<file path="src/rtl/bnn_stream_frontend_pkg.sv">
// bnn_stream_frontend_pkg: shared state encoding and winered default geometry
package bnn_stream_frontend_pkg;
    typedef enum logic [1:0] {
        LOAD   = 2'd0,
        DRAIN  = 2'd1,
        SETTLE = 2'd2,
        OUT    = 2'd3
    } state_t;
    localparam int WR_FEAT_CNT  = 11;
    localparam int WR_FEAT_BITS = 4;
    localparam int WR_CLASS_CNT = 6;
endpackage

</file>
<file path="src/rtl/bnn_stream_frontend_feat_packer.sv">
// bnn_stream_frontend_feat_packer: beat index counter plus feature vector register;
// beat k lands MSB-first so the vector matches memh digit order.
module bnn_stream_frontend_feat_packer #(
    parameter int FEAT_CNT  = 11,
    parameter int FEAT_BITS = 4,
    parameter int IW        = (FEAT_CNT > 1) ? $clog2(FEAT_CNT) : 1
) (
    input  logic                          clk,
    input  logic                          rst_n,
    input  logic                          wr,
    input  logic                          clr,
    input  logic [FEAT_BITS-1:0]          data,
    output logic [IW-1:0]                 idx,
    output logic [FEAT_CNT*FEAT_BITS-1:0] vec
);
    logic [IW-1:0]                 idx_d, idx_q;
    logic [FEAT_CNT*FEAT_BITS-1:0] vec_d, vec_q;

    always_comb begin
        idx_d = clr ? '0 : wr ? idx_q + 1'b1 : idx_q;
        vec_d = vec_q;
        if (wr)
            vec_d[(FEAT_CNT-1-int'(idx_q))*FEAT_BITS +: FEAT_BITS] = data;
    end

    always_ff @(posedge clk or negedge rst_n) begin
        if (!rst_n) begin
            idx_q <= '0;
            vec_q <= '0;
        end else begin
            idx_q <= idx_d;
            vec_q <= vec_d;
        end
    end

    assign idx = idx_q;
    assign vec = vec_q;
endmodule

</file>
<file path="src/rtl/bnn_stream_frontend.sv">
// bnn_stream_frontend: packs streamed feature nibbles for a combinational BNN,
// waits a settle time, then returns the prediction on a valid/ready port.
module bnn_stream_frontend
    import bnn_stream_frontend_pkg::*;
#(
    parameter int FEAT_CNT      = WR_FEAT_CNT,
    parameter int FEAT_BITS     = WR_FEAT_BITS,
    parameter int CLASS_CNT     = WR_CLASS_CNT,
    parameter int SETTLE_CYCLES = 2,
    parameter int IDX_BITS      = 16,
    localparam int CW           = $clog2(CLASS_CNT)
) (
    input  logic                          clk,
    input  logic                          rst_n,
    input  logic                          s_valid,
    output logic                          s_ready,
    input  logic [FEAT_BITS-1:0]          s_data,
    input  logic                          s_last,
    output logic [FEAT_CNT*FEAT_BITS-1:0] features,
    input  logic [CW-1:0]                 prediction,
    output logic                          m_valid,
    input  logic                          m_ready,
    output logic [CW-1:0]                 m_class,
    output logic [IDX_BITS-1:0]           m_index,
    input  logic                          err_clr,
    output logic                          frame_err
);
    localparam int IW    = (FEAT_CNT > 1) ? $clog2(FEAT_CNT) : 1;
    localparam int CNT_W = (SETTLE_CYCLES > 1) ? $clog2(SETTLE_CYCLES) : 1;

    state_t              state_d, state_q;
    logic [CNT_W-1:0]    cnt_d, cnt_q;
    logic                m_valid_d, m_valid_q;
    logic [CW-1:0]       m_class_d, m_class_q;
    logic [IDX_BITS-1:0] m_index_d, m_index_q;
    logic                frame_err_d, frame_err_q;
    logic                err_set, s_fire, wr, clr, last_beat;
    logic [IW-1:0]       idx;

    assign s_ready   = (state_q == LOAD) || (state_q == DRAIN);
    assign s_fire    = s_valid && s_ready;
    assign last_beat = (idx == IW'(FEAT_CNT-1));
    assign wr        = s_fire && (state_q == LOAD);
    // any vector-ending beat in LOAD (good, long or short) rewinds the index
    assign clr       = wr && (s_last || last_beat);

    bnn_stream_frontend_feat_packer #(
        .FEAT_CNT  (FEAT_CNT),
        .FEAT_BITS (FEAT_BITS),
        .IW        (IW)
    ) u_packer (
        .clk   (clk),
        .rst_n (rst_n),
        .wr    (wr),
        .clr   (clr),
        .data  (s_data),
        .idx   (idx),
        .vec   (features)
    );

    always_comb begin
        state_d   = state_q;
        cnt_d     = cnt_q;
        m_valid_d = m_valid_q;
        m_class_d = m_class_q;
        m_index_d = m_index_q;
        err_set   = 1'b0;
        case (state_q)
            LOAD: if (s_fire) begin
                if (last_beat) begin
                    state_d = s_last ? SETTLE : DRAIN;
                    cnt_d   = CNT_W'(SETTLE_CYCLES-1);
                    err_set = !s_last;
                end else begin
                    err_set = s_last;
                end
            end
            DRAIN: if (s_fire && s_last) state_d = LOAD;
            SETTLE: if (cnt_q == '0) begin
                state_d   = OUT;
                m_valid_d = 1'b1;
                m_class_d = prediction;
            end else begin
                cnt_d = cnt_q - 1'b1;
            end
            OUT: if (m_ready) begin
                state_d   = LOAD;
                m_valid_d = 1'b0;
                m_index_d = m_index_q + 1'b1;
            end
            default: state_d = LOAD;
        endcase
        frame_err_d = err_set || (frame_err_q && !err_clr);
    end

    always_ff @(posedge clk or negedge rst_n) begin
        if (!rst_n) begin
            state_q     <= LOAD;
            cnt_q       <= '0;
            m_valid_q   <= 1'b0;
            m_class_q   <= '0;
            m_index_q   <= '0;
            frame_err_q <= 1'b0;
        end else begin
            state_q     <= state_d;
            cnt_q       <= cnt_d;
            m_valid_q   <= m_valid_d;
            m_class_q   <= m_class_d;
            m_index_q   <= m_index_d;
            frame_err_q <= frame_err_d;
        end
    end

    assign m_valid   = m_valid_q;
    assign m_class   = m_class_q;
    assign m_index   = m_index_q;
    assign frame_err = frame_err_q;
endmodule
</file>
<file path="config.mk">
export PLATFORM = sky130hd
export DESIGN_NAME = bnn_stream_frontend
export DESIGN_NICKNAME = d
export VERILOG_FILES = /design/src/rtl/bnn_stream_frontend_pkg.sv /design/src/rtl/bnn_stream_frontend_feat_packer.sv /design/src/rtl/bnn_stream_frontend.sv
export SDC_FILE = /design/constraint.sdc
export NUM_CORES = 1
export LEC_CHECK = 0
export ABC_AREA = 1
export CAP_MARGIN = 20
export CORE_ASPECT_RATIO = 2
export CORE_UTILIZATION = 55
export DETAILED_ROUTE_END_ITERATION = 10
export PLACE_DENSITY = 0.85
export SYNTH_ARGS = -nofsm -noshare
export SYNTH_HDL_FRONTEND = slang
export SYNTH_HIERARCHICAL = 1
export SYNTH_SLANG_ARGS = --single-unit
</file>
<file path="constraint.sdc">
create_clock -name clk -period 4.05 [get_ports clk]
set_clock_uncertainty 0.1 [all_clocks]
set_input_delay 0.81 -clock clk [delete_from_list [all_inputs] [get_ports clk]]
set_output_delay 0.81 -clock clk [all_outputs]
set_load 0.005 [all_outputs]
</file>
==> impl_metrics.ini, run 1 <==
[sta]
totalNegativeSetupSlack_ns = 0
final_worst_path_period_share = 0.8500
slew_violations = 0
finalHoldViolCount = 0
period_needed_ns = 3.443
rsz0062_at_grt = false
timing.slew.headroom = 0.4613
max_clock_freq_mhz = 290.5
tightest_slew_ns = 0.8080
setup-violations-final = 0

[critical_path]
worstPathCellList = inv_1, ha_1, nor2_1, nand3_1, inv_1, nand2_1, inv_1, ha_1, inv_2, nand2_1, nor2_1, nand2_1, nand2_2, nand3_4, nor2_2, nand2_1, nand2_1, nand2_1
cp-end-kind = flop
slowest_stage = sky130_fd_sc_hd__dfrtp_1
cp.required_ns = 4.17
timing.critical_path.fanout_max = 15
startpoint_type = flop
critical-path-max-stage-delay_ns = 0.48
crit_arrival_ns = 3.56
critPathKind = flop to flop
critical-path-top-cell-by-count = sky130_fd_sc_hd__nand2_1

[power_and_ir_drop]
vdd_drop_max_v = 0.0006446
p_leak_nw = 2.456
cellPowerDensity_nw_per_um2 = 742.7

[clock_network]
cts_root_buffer = sky130_fd_sc_hd__clkbuf_16
cts_tree = done
cts-buffers-inserted = 9
cts-root-to-sink-buffers = 2
cts_post_setup_buffers_inserted = 0
clk_transition_reported_paths_ns = 0.05
ctsHoldBuffers = 0
worst_skew_pair.late_latency_ns = 0.33
cts.htree.levels = 3
clock_sinks = 72
cts_repair_resize_count = 0

[final_layout]
layout.nets = 577
diodes_inserted = 0
fillerInstances = 553
area_delta_synth_final_pct = 30.49
seq_area_um2 = 1802
final_cell_area_um2 = 4911
drive_gt1_frac = 0.08781
final_cell_count_without_fillers = 646
multi_input_area_um2 = 1732

[route]
ant_nets = 0
drt-pass1-iter-count = 5
initialDrtViolationCount = 183
drt_drc_violations_left = 0
route.final.wire_length_um = 8700
route.detailed.vias_per_inst = 5.234
detail_route.wl_per_cell_um = 13.47
num_vias = 3381

[yosys]
synth_most_common_cell = sky130_fd_sc_hd__nand2_1
synthFlopType = sky130_fd_sc_hd__dfrtp_1
synth.net_count = 491
ys_top_cells_by_area = sky130_fd_sc_hd__dfrtp_1 48%, sky130_fd_sc_hd__nand2_1 15%, sky130_fd_sc_hd__nand3_1 6.3%
synthDistinctLibCells = 28
synth_sequential_area_ratio = 0.4787
synth_seq_cells = 72
synth-async-reset-ratio = 1.000
post-synth-top-area-cell = sky130_fd_sc_hd__dfrtp_1
netlist_area_um2 = 3764
synth-edff-count = 0
share_of_yosys_cell_area_claimed_by_the_top_area_cell_type = 0.4787
syn_inst = 468
ys_top_cells_by_count = 146 x sky130_fd_sc_hd__nand2_1, 72 x sky130_fd_sc_hd__dfrtp_1, 51 x sky130_fd_sc_hd__nor2_1
synth.yosys.warnings = 6
synthesis.area_per_instance_um2 = 8.042

[global_routing]
track_usage = 0.2635
antenna_found_initial = 0
grt_remaining_overflow = 0
first_pass_grt_wire_length_um = 14090
first_global_vias = 3278
grt_start_max_net_pins = 39

[flow_run]
timing.max_cap.violations = 0

[placement]
post_dp_cell_area_um2 = 4622
dp_hpwl_um = 6676
placedCellCount = 631
gp_routability_congestion = 0.9243
io_buffer_count = 78

[floorplanning]
ios = 79
die-width_um = 60.50
placementRows = 42
placeableCoreArea_um2 = 6621
dieArea_um2 = 7198
start_util = 0.5684
die_height_um = 119.0

[min_path]
worst_hold_path_class = flop to flop

[run_status]
outcome = finished, final reports clean
==> kinds of logic (layout without fill, tap and decap cells) <==
| kind of cell | Yosys count | after routing | synth area share |
|---|---|---|---|
| AOI/OAI and AO/OA | 15 | 15 | 0.02095 |
| DFF | 72 | 72 | 0.4787 |
| buffers and inverters | 54 | 144 | 0.06117 |
| adders and majority gates | 10 | 10 | 0.03324 |
| muxes | 3 | 3 | 0.008975 |
| xor gates and xnor gates | 12 | 12 | 0.02793 |
| and+or+nand+nor | 302 | 302 | 0.3690 |
==> metrics by stage <==
stage                     setup slack (ns)  total power, mW  hold WS (ns)    util
after floorplan                      1.287            2.257        0.3654       -
after detailed placement            0.6959            2.882        0.3582  0.6980
after global placement              0.9277            2.802        0.3577  0.6980
after CTS                           0.6483            3.658        0.3706  0.7417
after global routing                0.2770            3.906        0.3902  0.7417
final                               0.6074            3.647        0.3676  0.7417
==> worst max-delay path, delay by kind of cell (launching register included) <==
kind	cells	cell delay, ns
buffers and inverters	4	0.43
adders and majority gates	2	0.64
DFF	1	0.48
and+or+nand+nor	12	1.67
==> sequential cells by signal, indices dropped and copies added (netlist names) <==
signal	flops
frame_err	1
m_index	16
u_packer/vec	44
m_valid	1
u_packer/idx	4
cnt_q	1
state_q	2
m_class	3
==> worst paths after layout <==
path	startpoint	endpoint	slack, ns	depth (start not counted)
max reg2reg	u_packer/idx[0]	u_packer/vec[38]	0.61	18
min reg2reg	u_packer/vec[8]	u_packer/vec[8]	0.37	2
max	u_packer/idx[0]	u_packer/vec[38]	0.61	18
min in group asynchronous	rst_n	u_packer/vec[10]	0.46	1
max in group asynchronous	rst_n	u_packer/vec[2]	2.42	2
min	u_packer/vec[8]	u_packer/vec[8]	0.37	2
==> power by group <==
group | switching [mW] | internal [mW]
Sequential | 0.171 | 0.933
Combinational | 1.08 | 0.704
Clock | 0.273 | 0.489
Total | 1.52 | 2.13
==> layout by cell type (no fill, tap or decap), types with 2 or more instances in the layout <==
cell,count
sky130_fd_sc_hd__nand2_1,146
sky130_fd_sc_hd__clkdlybuf4s50_1,77
sky130_fd_sc_hd__dfrtp_1,72
sky130_fd_sc_hd__nor2_1,51
sky130_fd_sc_hd__nand3_1,47
sky130_fd_sc_hd__inv_1,44
sky130_fd_sc_hd__nor3_1,23
sky130_fd_sc_hd__ha_1,10
sky130_fd_sc_hd__clkbuf_16,9
sky130_fd_sc_hd__o21ai_0,7
sky130_fd_sc_hd__xor2_1,7
sky130_fd_sc_hd__nor2_2,7
sky130_fd_sc_hd__nor2_4,6
sky130_fd_sc_hd__a21oi_1,6
sky130_fd_sc_hd__nand3b_1,6
sky130_fd_sc_hd__xnor2_1,5
sky130_fd_sc_hd__nand2_2,5
sky130_fd_sc_hd__inv_2,4
sky130_fd_sc_hd__mux2_2,3
sky130_fd_sc_hd__nand4_1,3
sky130_fd_sc_hd__buf_4,3
sky130_fd_sc_hd__nand3_4,2
sky130_fd_sc_hd__nand2_4,2
sky130_fd_sc_hd__clkbuf_1,2
sky130_fd_sc_hd__or2_2,2
==> layout make-up <==
| class | instances | area share |
|---|---|---|
| repair buffers | 81 | 0.1625 |
| clock buffers | 12 | 0.05019 |
| flip-flops and latches | 72 | 0.3669 |
| multi-input cells | 342 | 0.3526 |
| inverters | 48 | 0.03669 |
| well taps | 88 | 0.02242 |
| clock inverters | 3 | 0.008662 |
==> layer usage <==
metal  routed length (um)  part of all wire  vias up  global-route usage
met5                    0                 0        -                   0
met4                  250             0.029        0              0.1435
met3                  270             0.031       20             0.05103
met2                 4962              0.57       97              0.4766
met1                 3217              0.37     1601              0.2645
li1                     -                 -     1663                   -
Note: power is estimated with default switching activity, not from simulation.
==> inputs of run 2 (changes only) <==
ABC_AREA = default   (was 1)
CORE_UTILIZATION = 57   (was 55)
DONT_BUFFER_PORTS = 1   (was default)
PLACE_DENSITY = 0.75   (was 0.85)
clock period = 3 ns   (was 4.05 ns; I/O delays follow)
==> run 2 against run 1 <==
The flow now finishes with violations (design-rule violations). Worst setup slack got worse by 0.58 ns. Register-to-register slack got worse by 0.58 ns. Final area shrank 16%. Critical path type unchanged.
==> impl_metrics.ini, run 2 <==
[route]
route.detailed.vias_per_inst = 6.102
detail_route.wl_per_cell_um = 19.30
initialDrtViolationCount = 92
drt_drc_violations_left = 13
num_vias = 2325
route.final.wire_length_um = 7353
drt-pass1-iter-count = 7
ant_nets = 0

[floorplanning]
ios = 79
die-width_um = 56.71
placementRows = 39
dieArea_um2 = 6318
placeableCoreArea_um2 = 5758
die_height_um = 111.4
start_util = 0.5926

[run_status]
failed_checks = design-rule violations
outcome = finished, violations left

[global_routing]
grt_remaining_overflow = 0
grt_start_max_net_pins = 73
first_pass_grt_wire_length_um = 11650
antenna_found_initial = 0
first_global_vias = 2386
track_usage = 0.2490

[clock_network]
worst_skew_pair.late_latency_ns = 0.33
cts-root-to-sink-buffers = 2
cts_tree = done
cts_root_buffer = sky130_fd_sc_hd__clkbuf_16
cts.htree.levels = 3
clk_transition_reported_paths_ns = 0.06
cts-buffers-inserted = 9
clock_sinks = 72

[sta]
slew_violations = 0
max_clock_freq_mhz = 336.6
setup-violations-final = 0
finalHoldViolCount = 0
tightest_slew_ns = 0.5016
period_needed_ns = 2.971
final_worst_path_period_share = 0.9903
timing.slew.headroom = 0.6631
rsz0062_at_grt = true
totalNegativeSetupSlack_ns = 0

[final_layout]
final_cell_count_without_fillers = 381
most-common-layout-cells = 70 x sky130_fd_sc_hd__dfrtp_1, 44 x sky130_fd_sc_hd__mux2_2, 22 x sky130_fd_sc_hd__nand2_1, 20 x sky130_fd_sc_hd__nor2_1, 18 x sky130_fd_sc_hd__xnor2_1
drive_gt1_frac = 0.3406
final_util = 0.7182
largest_register_ffs = 44
area_delta_synth_final_pct = 21.20
layout.nets = 339
diodes_inserted = 0
mostFrequentLayoutCell = sky130_fd_sc_hd__dfrtp_1

[yosys]
largest_family_of_logic_cells_by_synthesized_area = simple AND/OR/NAND/NOR gates
netlist_area_um2 = 3412
ys_top_cells_by_count = 72 x sky130_fd_sc_hd__dfrtp_1, 48 x sky130_fd_sc_hd__mux2_2, 24 x sky130_fd_sc_hd__nand2_1
synthesis.area_per_instance_um2 = 11.89
post-synth-top-area-cell = sky130_fd_sc_hd__dfrtp_1
synth-edff-count = 0
synth.yosys.warnings = 6
yosys.area_share.simple = 0.1628
syn_inst = 287
synth-async-reset-ratio = 1.000
share_of_yosys_cell_area_claimed_by_the_top_area_cell_type = 0.5281
yosys-mux-area-fraction = 0.1613
synth_sequential_area_ratio = 0.5281
synth_most_common_cell = sky130_fd_sc_hd__dfrtp_1
ys_top_cells_by_area = sky130_fd_sc_hd__dfrtp_1 53%, sky130_fd_sc_hd__mux2_2 16%, sky130_fd_sc_hd__xnor2_1 4.6%
synth_seq_cells = 72
synthAdderAreaFrac = 0.03667
synthDistinctLibCells = 37
synth.net_count = 310
synth-compound-area-share = 0.02750
synthFlopType = sky130_fd_sc_hd__dfrtp_1
post_synth_xor_area_fraction = 0.06161

[critical_path]
capture_instance_of_the_worst_register_to_register_path = u_packer/vec[1]
timing.critical_path.fanout_max = 10
cp-end-kind = flop
cp.required_ns = 3.12
startpoint_type = flop
ff2ff_path_depth = 11
critPathKind = flop to flop
crit_arrival_ns = 3.09
r2r-start = u_packer/idx[1]
r2r_setup_slack_ns = 0.03

[placement]
dp_hpwl_um = 5039
placedCellCount = 359
io_buffer_count = 0
gp_routability_congestion = 0.8161

[power_and_ir_drop]
vdd_drop_max_v = 0.0007079
switching_share = 0.3338
cellPowerDensity_nw_per_um2 = 976.6
switchingPower_mw = 1.348
internal-power_mw = 2.691
pwr-share-clk = 0.280
p_leak_nw = 1.993
sequential_share_of_power = 0.381
power.combinational.fraction = 0.339

[min_path]
worst_hold_path_class = input port to async pin

[flow_run]
timing.max_cap.violations = 0
## run 2: cell count changes after synthesis, sizes merged, moves of 7 or more
cell   change
nand2    -129
inv       -38
and3       +9
nor2      -42
mux2      +45
nand4     +11
xnor2     +13
nor3      -22
nand3     -41
nor2b      +7
## run 2: metrics by stage
stage          area (um^2)  setup slack [ns]  power (mW)  hold WS [ns]
2_1_floorplan         3418           0.02770       2.320        0.2044
3_5_place_dp          3605          -0.04496       2.738        0.2061
3_3_place_gp          3605           0.05635       2.688        0.2061
6_report              4135           0.02905       4.038       0.05220
4_1_cts               3970         -0.004498       3.920       0.05886
5_1_grt               4135           -0.1105       4.272       0.06395
## run 2: how the worst max path moves through the flow
| stage | from | to | slack, ns | depth (start not counted) |
|---|---|---|---|---|
| 3_3_place_gp | u_packer/idx[1] | u_packer/vec[7] | 0.06 | 12 |
| 4_1_cts | u_packer/idx[1] | u_packer/vec[27] | -0.004 | 12 |
| 2_1_floorplan | u_packer/idx[1] | u_packer/vec[0] | 0.03 | 9 |
| 6_report | u_packer/idx[1] | u_packer/vec[1] | 0.03 | 11 |
| 3_5_place_dp | u_packer/idx[1] | u_packer/vec[27] | -0.04 | 12 |
| 5_1_grt | u_packer/idx[0] | u_packer/vec[39] | -0.11 | 11 |
## run 2: cell type report
| type | instances | area [um^2] |
|---|---|---|
| clock inverter | 5 | 81.33 |
| fill | 405 | 1623 |
| sequential | 72 | 1804 |
| inverter | 10 | 37.54 |
| clock buffer | 10 | 239.0 |
| multi-input combinational | 198 | 1647 |
| tap | 61 | 76.32 |
| timing repair buffer | 25 | 250.2 |
## run 2: cells by family (layout without fill, tap and decap cells)
kind of cell / count (synthesis) / in the layout
adders and majority gates: 10 / 10
DFF: 72 / 72
muxes: 49 / 49
AOI/OAI and AO/OA: 14 / 14
buffers and inverters: 17 / 50
and+or+nand+nor: 101 / 101
xor gates and xnor gates: 24 / 24
## run 2: metal layers
layer,track usage,vias to the layer above,wire length [um]
met4,0.1533,0,308
met1,0.2508,1143,2464
met2,0.4397,91,4133
met5,0,-,0
met3,0.06852,26,447
li1,-,1065,-
## run 2: power groups by stage
stage          clock network, mW  logic (mW)  registers (mW)
4_1_cts                     1.16        1.24            1.53
5_1_grt                     1.19        1.51            1.57
2_1_floorplan                  0       0.881            1.44
3_5_place_dp                   0        1.20            1.54
6_report                    1.13        1.37            1.54
3_3_place_gp                   0        1.16            1.53
## run 2: timing repair
item                                    CTS  global route
endpoints found under the hold margin    72             0
endpoints found under the setup margin   20            44
hold buffers                              1             0
gates resized for setup                   2            27
pin swaps                                 0             3
setup buffers                             1             5
## run 2: critical path, stage by stage, from the launching register on
cell and delay [ns]:
sky130_fd_sc_hd__dfrtp_2 0.46, sky130_fd_sc_hd__ha_4 0.20, sky130_fd_sc_hd__nand3b_1 0.11, sky130_fd_sc_hd__nand2_1 0.09, sky130_fd_sc_hd__nand2_1 0.10, sky130_fd_sc_hd__inv_1 0.05, sky130_fd_sc_hd__ha_1 0.35, sky130_fd_sc_hd__buf_6 0.17
sky130_fd_sc_hd__nor4bb_2 0.27, sky130_fd_sc_hd__nand2_1 0.11, sky130_fd_sc_hd__a2111o_1 0.50, sky130_fd_sc_hd__mux2_4 0.34
==> inputs of run 3 (changes only) <==
SLEW_MARGIN = 0   (was default)
==> results of run 3 <==
The final DEF is identical to that of run 2; final timing and power are the same.
